### src/rtl/cnt_run_fsm_pkg.sv
// Shared definitions for the counter run-control FSM: state encoding and
// default run-length width.
package cnt_run_fsm_pkg;

  localparam int CNT_WIDTH_DEF = 7;

  // 2'd3 is unused; the FSM recovers from it to IDLE.
  typedef enum logic [1:0] {
    ST_IDLE = 2'd0,
    ST_RUN  = 2'd1,
    ST_DONE = 2'd2
  } state_t;

endpackage

### src/rtl/cnt_run_remain.sv
// Loadable down-counter tracking how many enables are still owed in a run;
// flags the final enable so the FSM can move to DONE on that edge.
module cnt_run_remain
  import cnt_run_fsm_pkg::*;
#(
  parameter int CNT_WIDTH = CNT_WIDTH_DEF
) (
  input  logic                 clk,
  input  logic                 rst_n,
  input  logic                 load,
  input  logic [CNT_WIDTH-1:0] load_val,
  input  logic                 dec,
  output logic                 last
);

  localparam logic [CNT_WIDTH-1:0] ONE  = CNT_WIDTH'(1);
  localparam logic [CNT_WIDTH-1:0] ZERO = '0;

  logic [CNT_WIDTH-1:0] remain_r;

  // Load wins over decrement; the zero guard keeps the count from wrapping.
  always_ff @(posedge clk or negedge rst_n) begin
    if (!rst_n) begin
      remain_r <= ZERO;
    end else if (load) begin
      remain_r <= load_val;
    end else if (dec && (remain_r != ZERO)) begin
      remain_r <= remain_r - ONE;
    end
  end

  assign last = (remain_r == ONE);

endmodule

### src/rtl/cnt_run_fsm.sv
// Run-control FSM driving a Counter's en/done: N enabled cycles, stall-aware,
// then a one-cycle done pulse. Optional sticky err_o under CNT_RUN_FSM_ERR_EN.
module cnt_run_fsm
  import cnt_run_fsm_pkg::*;
#(
  parameter int CNT_WIDTH = CNT_WIDTH_DEF
) (
  input  logic                 clk,
  input  logic                 rst_n,
  input  logic                 start_i,
  input  logic [CNT_WIDTH-1:0] num_cnt_i,
  input  logic                 stall_i,
  output logic                 en_o,
  output logic                 done_o,
  output logic                 idle_o
`ifdef CNT_RUN_FSM_ERR_EN
  ,
  output logic                 err_o
`endif
);

  state_t state, state_nxt;
  logic   accept;
  logic   en;
  logic   last;

  always_ff @(posedge clk or negedge rst_n) begin
    if (!rst_n) begin
      state <= ST_IDLE;
    end else begin
      state <= state_nxt;
    end
  end

  always_comb begin
    state_nxt = state;
    en        = 1'b0;
    accept    = 1'b0;
    case (state)
      ST_IDLE: begin
        if (start_i) begin
          accept    = 1'b1;
          state_nxt = (num_cnt_i == '0) ? ST_DONE : ST_RUN;
        end
      end
      ST_RUN: begin
        en = !stall_i;
        if (en && last) begin
          state_nxt = ST_DONE;
        end
      end
      ST_DONE: begin
        state_nxt = ST_IDLE;
      end
      default: begin
        state_nxt = ST_IDLE;
      end
    endcase
  end

  assign en_o   = en;
  assign done_o = (state == ST_DONE);
  assign idle_o = (state == ST_IDLE);

  cnt_run_remain #(
    .CNT_WIDTH(CNT_WIDTH)
  ) u_remain (
    .clk     (clk),
    .rst_n   (rst_n),
    .load    (accept),
    .load_val(num_cnt_i),
    .dec     (en),
    .last    (last)
  );

`ifdef CNT_RUN_FSM_ERR_EN
  // Sticky until the next accepted start; a start while busy never queues.
  logic err_r;

  always_ff @(posedge clk or negedge rst_n) begin
    if (!rst_n) begin
      err_r <= 1'b0;
    end else if (start_i && (state != ST_IDLE)) begin
      err_r <= 1'b1;
    end else if (accept) begin
      err_r <= 1'b0;
    end
  end

  assign err_o = err_r;
`endif

endmodule

### config.mk
export PLATFORM = sky130hd
export DESIGN_NAME = cnt_run_fsm
export DESIGN_NICKNAME = d
export VERILOG_FILES = /design/src/rtl/cnt_run_fsm_pkg.sv /design/src/rtl/cnt_run_remain.sv /design/src/rtl/cnt_run_fsm.sv
export SDC_FILE = /design/constraint.sdc
export NUM_CORES = 1
export LEC_CHECK = 0
export ABC_AREA = 1
export CAP_MARGIN = 10
export CORE_MARGIN = 8
export CORE_UTILIZATION = 52
export CTS_CLUSTER_DIAMETER = 80
export DETAILED_ROUTE_END_ITERATION = 8
export PLACE_DENSITY = 0.84
export SETUP_SLACK_MARGIN = 0.2
export SLEW_MARGIN = 5
export SYNTH_ARGS = -nofsm -noshare
export SYNTH_HDL_FRONTEND = slang
export SYNTH_SLANG_ARGS = --single-unit
### constraint.sdc
create_clock -name clk -period 3.7 [get_ports clk]
set_input_delay 0.74 -clock clk [delete_from_list [all_inputs] [get_ports clk]]
set_output_delay 0.74 -clock clk [all_outputs]
set_load 0.03 [all_outputs]
# After elaboration in Yosys (flattened, before gate mapping)
# Index checks and enable logic that the tools add are counted.
# classes
mul,0
order_cmp,0
n_eq_ne,5
n_reduce_logical,8
n_div,0
bitwise,0
n_shift,0
add_sub_neg,1
n_mux,9
# op_table
operator,n
2-to-1 mux 7 bit,2
== test 7 x 1 -> 1 bit (second input constant),1
logical NOT 7 bit,1
nonzero test 7 bit,1
subtractor 7 x 1 -> 7 bit (second input constant),1
2-to-1 mux 2 bit,3
inequality test 2 bit (second input constant),2
one-hot mux 2 bit (2 select lines),1
2-to-1 mux 1 bit,3
== test 2 x 1 -> 1 bit (second input constant),1
== test 2 bit (second input constant),1
logical AND 1 bit,2
logical NOT 2 bit,1
AND reduction 2 bit,1
nonzero test 2 bit,1
logical NOT 1 bit,1
# word_totals
latch_bits,0
mem_count,0
romBits,0
regBits,9
inputBits,11
ram_bits,0

# Depth between registers and ports, before layout
# logic_depth
depth_word,5
ltp_mapped,9
mapped_depth_nobuf,9

# Modules after synthesis
# From an unflattened synthesis, not the netlist that was laid out.
# unflattened
cells_unflattened,100
hier_area_um2,714.4
# modules_own_cells
module,seq_area_each_um2,n_inst,area_per_inst_um2,cells_per_inst
cnt_run_remain,175.2,1,568.0,76
cnt_run_fsm,50.0,1,146.4,24

# Worst setup path before layout
# OpenSTA, ideal clock, no wires.
# synth_path
kind,input to output
from,input stall_i
to,output en_o
path_buffers,0
t_arrival_ns,0.973
stages,1
path_slack_ns,1.987
t_required_ns,2.960
cell_sequence,nor2_4
# synth_via
elab_chain_len,2
# synth_rtl
item,line,source
"start, declared",cnt_run_fsm.sv:12,"input logic stall_i,"
logical NOT 1 bit,cnt_run_fsm.sv:47,en = !stall_i;
2-to-1 mux 1 bit,cnt_run_fsm.sv:39,case (state)
"end, declared",cnt_run_fsm.sv:13,"output logic en_o,"
# No other way between the ends.

# Final worst setup path
# Same ends and word-level chain as after synthesis.

==> results.md <==
- Status: finished clean
- Syn avg cell area: 6.83 µm²
- Post-DP HPWL: roughly 1200 µm
- Rel. slew slack: between 70 and 80%
- Crit-path max FO: 3
- Clock network power share: 11.3%
- Crit path kind: in2out
- Largest family of logic cells by synthesized area: simple AND/OR/NAND/NOR gates
- Worst-path cell chain: clkdlybuf4s50_1 -> nor2_4 -> clkdlybuf4s50_1
- Vias per inst: 5.02
- Die area: around 2700 µm²
- Vias: between 600 and 700
- Per-cell routed wire length: between 10 and 15 µm
- Post-Synthesis Cells: between 100 and 150
- Pwr dens: a little over 800 nW/µm²
- Synth Net Count: 114
- Cells on Worst Hold Path: 2
- Bufs on Longest Clock Path: 2
- Clock Latency Late Sink: roughly 0.26 ns
- Initial Util: between 50% and 60%
- Final Hold Violating Endpoints: 0
- Initial DRC count: 20
- Cell mode on critical path: clkdlybuf4s50_1
- R2R depth: 9
- Post-route minimum period: 2.79 ns
- Port bufs: 13
- Die height: around 52 µm
- Drt total wl: ~1500 µm
- Setup_tns: 0 ns
- Max frequency: roughly 360 MHz
- Critical Path RT: about 3.0 ns
- Total gr overflow: 0
- Root buf cell: clkbuf_4
- Layout cell share with drive strength beyond 1: between 10% and 20%
- Number of global-route vias before repair: between 500 and 600
- # DRC: 0
- Inserted Diodes: 0
- Hold crit path type: reg2reg
- Sw Share: 49.6%
- Simple-Gate Fraction of Synth Area: 48.6%
- Largest net degree at the start of global routing: 13
- Hold slack: 0.583 ns
- Die Wd: 52.4 µm
- Worst Setup Start Kind: input port
- Post-CTS Resized: 0
- Fin util: 67.3%
- Final Net Count: about 130
- First-pass GRT wire length: about 2600 µm
- Worst R2R End: u_remain.remain_r[5]
- Placement Cell Area: 827 µm²
- Post CTS Setup Buffer Count: 0
- Hold Path Sink: u_remain.remain_r[1]
- CTS tree: yes
- 1st-pass router iterations: 4
- Final period util: roughly 75%
- Compound-Gate Fraction of Synth Area: around 8.0%
- Post-synthesis mux area share: 0%
- Hold_sp: u_remain.remain_r[1]
- Max Cap Violations: 0
- Layout area overhead: 23.8%
- Total global-route track usage: approximately an eighth
- Initial antenna violation count: 0
- RSZ-0062 raised after global routing: no
- Design Area, Final: about 850 µm²
- CTS buffer count: 3
- Xor/xnor cell area share of the yosys netlist: 0%
- Seq pwr share: ~27%
- Yosys warnings: 0
- Internal power: about 0.35 mW
- # rows: 13
- Total core area: around 1300 µm²
- Routability Congestion: 0.834
- H-Tree Depth: 1
- Worst-Margin Slew: around 0.4 ns
- Net Switching: about 0.34 mW
- Final setup fails: 0
- Clk_skew: 0.0121 ns
- Post-synthesis sequential area ratio: 32.7%
- WP data arrival: 2.05 ns
- Antenna-violating nets left: 0
- TritonCTS Sinks: 9
- I/O pins: 14
- Pins Over Slew Limit: 0
- VDD IR max: 0.000455 V
- Slowest-stage cell, CP: clkdlybuf4s50_1
- Synthesized area: 689 µm²
- Max stage delay on crit path: 0.69 ns
- Worst-path clk slew: ~0.060 ns
- Number of synthesized register bits: 9
- Post-synthesis cell type count: 19
- Worst reg-to-reg setup slack: between 2 and 2.5 ns
- CTS hold repair buffers: 0
- Leakage Power: slightly above 0.4 nW
- Post-synthesis adder-cell area fraction: ~3.6%
- Reg-to-Reg Start: u_remain.remain_r[0]
- CP Capture Type: primary output
- Comb power frac: between 60% and 70%
==> sequential cells by signal, indices dropped and copies added, names as in the netlist <==
name / count
u_remain.remain_r: 7
state: 2
==> critical path: cells and delay by family <==
kind | cells | cell delay (ns)
buffers and inverters | 2 | 1.15
and+or+nand+nor | 1 | 0.16
==> cells by family (layout without fill, tap and decap cells) <==
logic type / after synthesis / in the layout
buffers and inverters: 11 / 27
flip-flops: 9 / 9
AO/OA/AOI/OAI: 8 / 8
adder cells (fa/ha/maj): 2 / 2
AND/OR/NAND/NOR: 71 / 71
==> placed cells by master, fill, tap and decap left out, drive strengths merged <==
cell type	netlist	layout
clkbuf	0	4
clkdlybuf4s50	0	13
dfrtp	9	9
ha	2	2
inv	10	10
nand2	36	36
nand3	12	12
nor2	20	20
nor3	1	1
nor3b	1	1
o21ai	8	8
or2	1	1
==> layer usage <==
metal	routed length, µm	global-route usage (%)	vias up	share of wire [%]
met5	0	0	-	0
met4	20	5.17	0	1.3
met3	57	3.69	2	3.8
met2	732	18.6	12	49
met1	681	16.2	297	46
li1	-	-	352	-
==> power groups by stage <==
| stage | sequential (mW) | clock, mW | combinational [mW] |
|---|---|---|---|
| finish | 0.188 | 0.0780 | 0.428 |
| global route | 0.194 | 0.0868 | 0.480 |
| CTS | 0.187 | 0.0818 | 0.428 |
| detailed placement | 0.189 | 0 | 0.426 |
| global placement | 0.186 | 0 | 0.420 |
| floorplan | 0.179 | 0 | 0.344 |
==> cell type report <==
cell class | instances | area (µm²)
fill | 113 | 415
sequential | 9 | 225
inverter | 10 | 37.5
clock buffer | 4 | 26.3
multi-input combinational | 81 | 415
timing repair buffer | 13 | 130
tap | 15 | 18.8
==> worst max-delay path by stage <==
stage / cells after the start / end / slack [ns] / from
6_report: 3 / en_o / 0.91 / stall_i
5_1_grt: 3 / en_o / 0.85 / stall_i
4_1_cts: 3 / en_o / 0.90 / stall_i
3_5_place_dp: 3 / en_o / 0.90 / stall_i
3_3_place_gp: 3 / en_o / 0.91 / stall_i
2_1_floorplan: 1 / en_o / 1.99 / stall_i
==> metrics by stage <==
stage | instances | setup WS, ns | total power [mW]
2_1_floorplan | 101 | 1.99 | 0.523
3_3_place_gp | 128 | 0.908 | 0.606
3_5_place_dp | 128 | 0.900 | 0.615
4_1_cts | 132 | 0.900 | 0.697
5_1_grt | 132 | 0.855 | 0.761
6_report | 132 | 0.909 | 0.693
==> synth_stat cells, drive strengths merged <==
library cell  number  area [µm²]
buf                1        11.3
dfrtp              9         225
ha                 2        25.0
inv               10        37.5
nand2             36         169
nand3             12        60.1
nor2              20        87.6
nor3               1        5.00
nor3b              1        7.51
o21ai              8        55.0
or2                1        6.26
No activity file was read; power rests on OpenSTA's default activity.
==> patch: new RTL, config.mk and constraints unchanged <==
The option `CNT_RUN_FSM_ERR_EN` is turned on by a define.
--- a/src/rtl/cnt_run_fsm.sv
+++ b/src/rtl/cnt_run_fsm.sv
@@ -1,5 +1,7 @@
 // Run-control FSM driving a Counter's en/done: N enabled cycles, stall-aware,
 // then a one-cycle done pulse. Optional sticky err_o under CNT_RUN_FSM_ERR_EN.
+`define CNT_RUN_FSM_ERR_EN
+
 module cnt_run_fsm
   import cnt_run_fsm_pkg::*;
 #(
Check against the original RTL (old outputs only; new: err_o): equivalent (equiv_simple and equiv_induct, registers matched by name and starting in step).
==> patch against the unedited design <==
Setup slack lost 0.13 ns; final area grew 5.1%; power grew 8.5%; hold slack lost 0.071 ns; synthesized area grew 5.1%; wire length grew 13%; sequential cell count grew 1; combinational power grew 3%.
==> patch: results (changes against the unedited design) <==
stage;metric;value;unit;change
outcome;status;completed;;
clock_network;Clock Latency Late Sink;0.28;ns;+0.02 ns
clock_network;clock buffer depth;2;;unchanged
critical_path;critical path arrival;2.18;ns;+0.13 ns
min_path;worst hold start;err_o;;
route;1st-iter DRT viols;23;;+15%
synth;Area contributors post-synth;dfrtp_1, nand2_1, nor2_1, nand3_1, o21ai_2;;
placement;dpl hpwl;1303;um;+9.9%
synth;Post-synth EDFFs;0;;unchanged
critical_path;reg2reg end;u_remain.remain_r[1];;
min_path;Hold EP;err_o;;
synth;post-synthesis cell type count;20;;+1
power_and_ir_drop;Seq pwr share;0.277;;+0.007
placement;IO buf count;14;;+1
cells_and_area;Largest Register;u_remain.remain_r;;
clock_network;CTS resizes;0;;unchanged
power_and_ir_drop;leakage;0.4417;nW;+7.4%
cells_and_area;Ant. Diodes;0;;unchanged
global_route;first-pass GRT wire length;2773;um;+7.2%
synth;Avg Inst Size Synth;7.102;um^2;+4.1%
power_and_ir_drop;Net Sw Power;0.3617;mW;+5.2%
cells_and_area;Layout Nets;132;;+0.76%
route;DR vias;689;;+3.9%
critical_path;worst flop-to-flop path startpoint;u_remain.remain_r[0];;
global_route;global route overflow;0;;unchanged
route;Wirelength per Cell;12.71;um;+12%
synth;Synth warnings;0;;unchanged
synth;top cells by count, synth;nand2_1, nor2_1, dfrtp_1;;
cells_and_area;layout cells sized above 1;0.1525;;-0.009851
sta;Slew @ Worst Pin;0.4801;ns;+0.06908 ns
global_route;vias in the first global route;700;;+18%
placement;Placer Congestion;0.8326;;-0.16%
critical_path;R2R Setup Slk;2.13;ns;+0.04 ns
power_and_ir_drop;Power Combinational;0.440;mW;+3%
critical_path;crit path capture;en_o;;
global_route;largest net degree at the start of global routing;13;;unchanged
global_route;GRT Overall Usage;0.1271;;+0.002252
min_path;WHS Path Cells;2;;unchanged
clock_network;clk slew on worst S/H paths;0.07;ns;
synth;Seq/Total Area, Yosys;0.3454;;+0.01874
synth;Syn Nets;115;;+0.88%
sta;fmax;342.1;MHz;-4.5%
power_and_ir_drop;Worst VDD drop;0.0004684;V;+3.1%
placement;Post-DP Area;860.8;um^2;+4.1%
route;final wirelength;1690;um;+13%
placement;dpl ws;0.7693;ns;-0.1306 ns
sta;post-route clock skew;0.008799;ns;-0.003278 ns
sta;hold slack;0.5121;ns;-0.07082 ns
power_and_ir_drop;Cell Pwr Density;838.5;nW/um^2;+3.2%
## patch: cell families (layout without fill, tap and decap cells)
logic type / after synthesis / count (layout) / share of synthesized area
buffers and inverters: 13 / 29 / 0.08808
adders and majority gates: 2 / 2 / 0.03454
DFF: 10 / 10 / 0.3454
and+or+nand+nor: 68 / 68 / 0.4456
AOI/OAI and AO/OA: 9 / 9 / 0.08634
## patch: layout make-up
cell class | count | area (um^2)
clock buffer | 4 | 36.28
fill | 112 | 404.1
inverter | 11 | 41.29
multi-input combinational | 79 | 410.4
sequential | 10 | 250.2
tap | 15 | 18.77
timing repair buffer | 14 | 140.1
## patch: routing by layer
layer | wire (um) | track usage
met2 | 875 | 0.2168
met3 | 78 | 0.05042
met5 | 0 | 0
met1 | 695 | 0.1380
met4 | 41 | 0.04622
## patch: worst max-delay path: stages
cell and delay, ns:
clkdlybuf4s50_1 0.47, nor3_4 0.26, clkdlybuf4s50_1 0.72
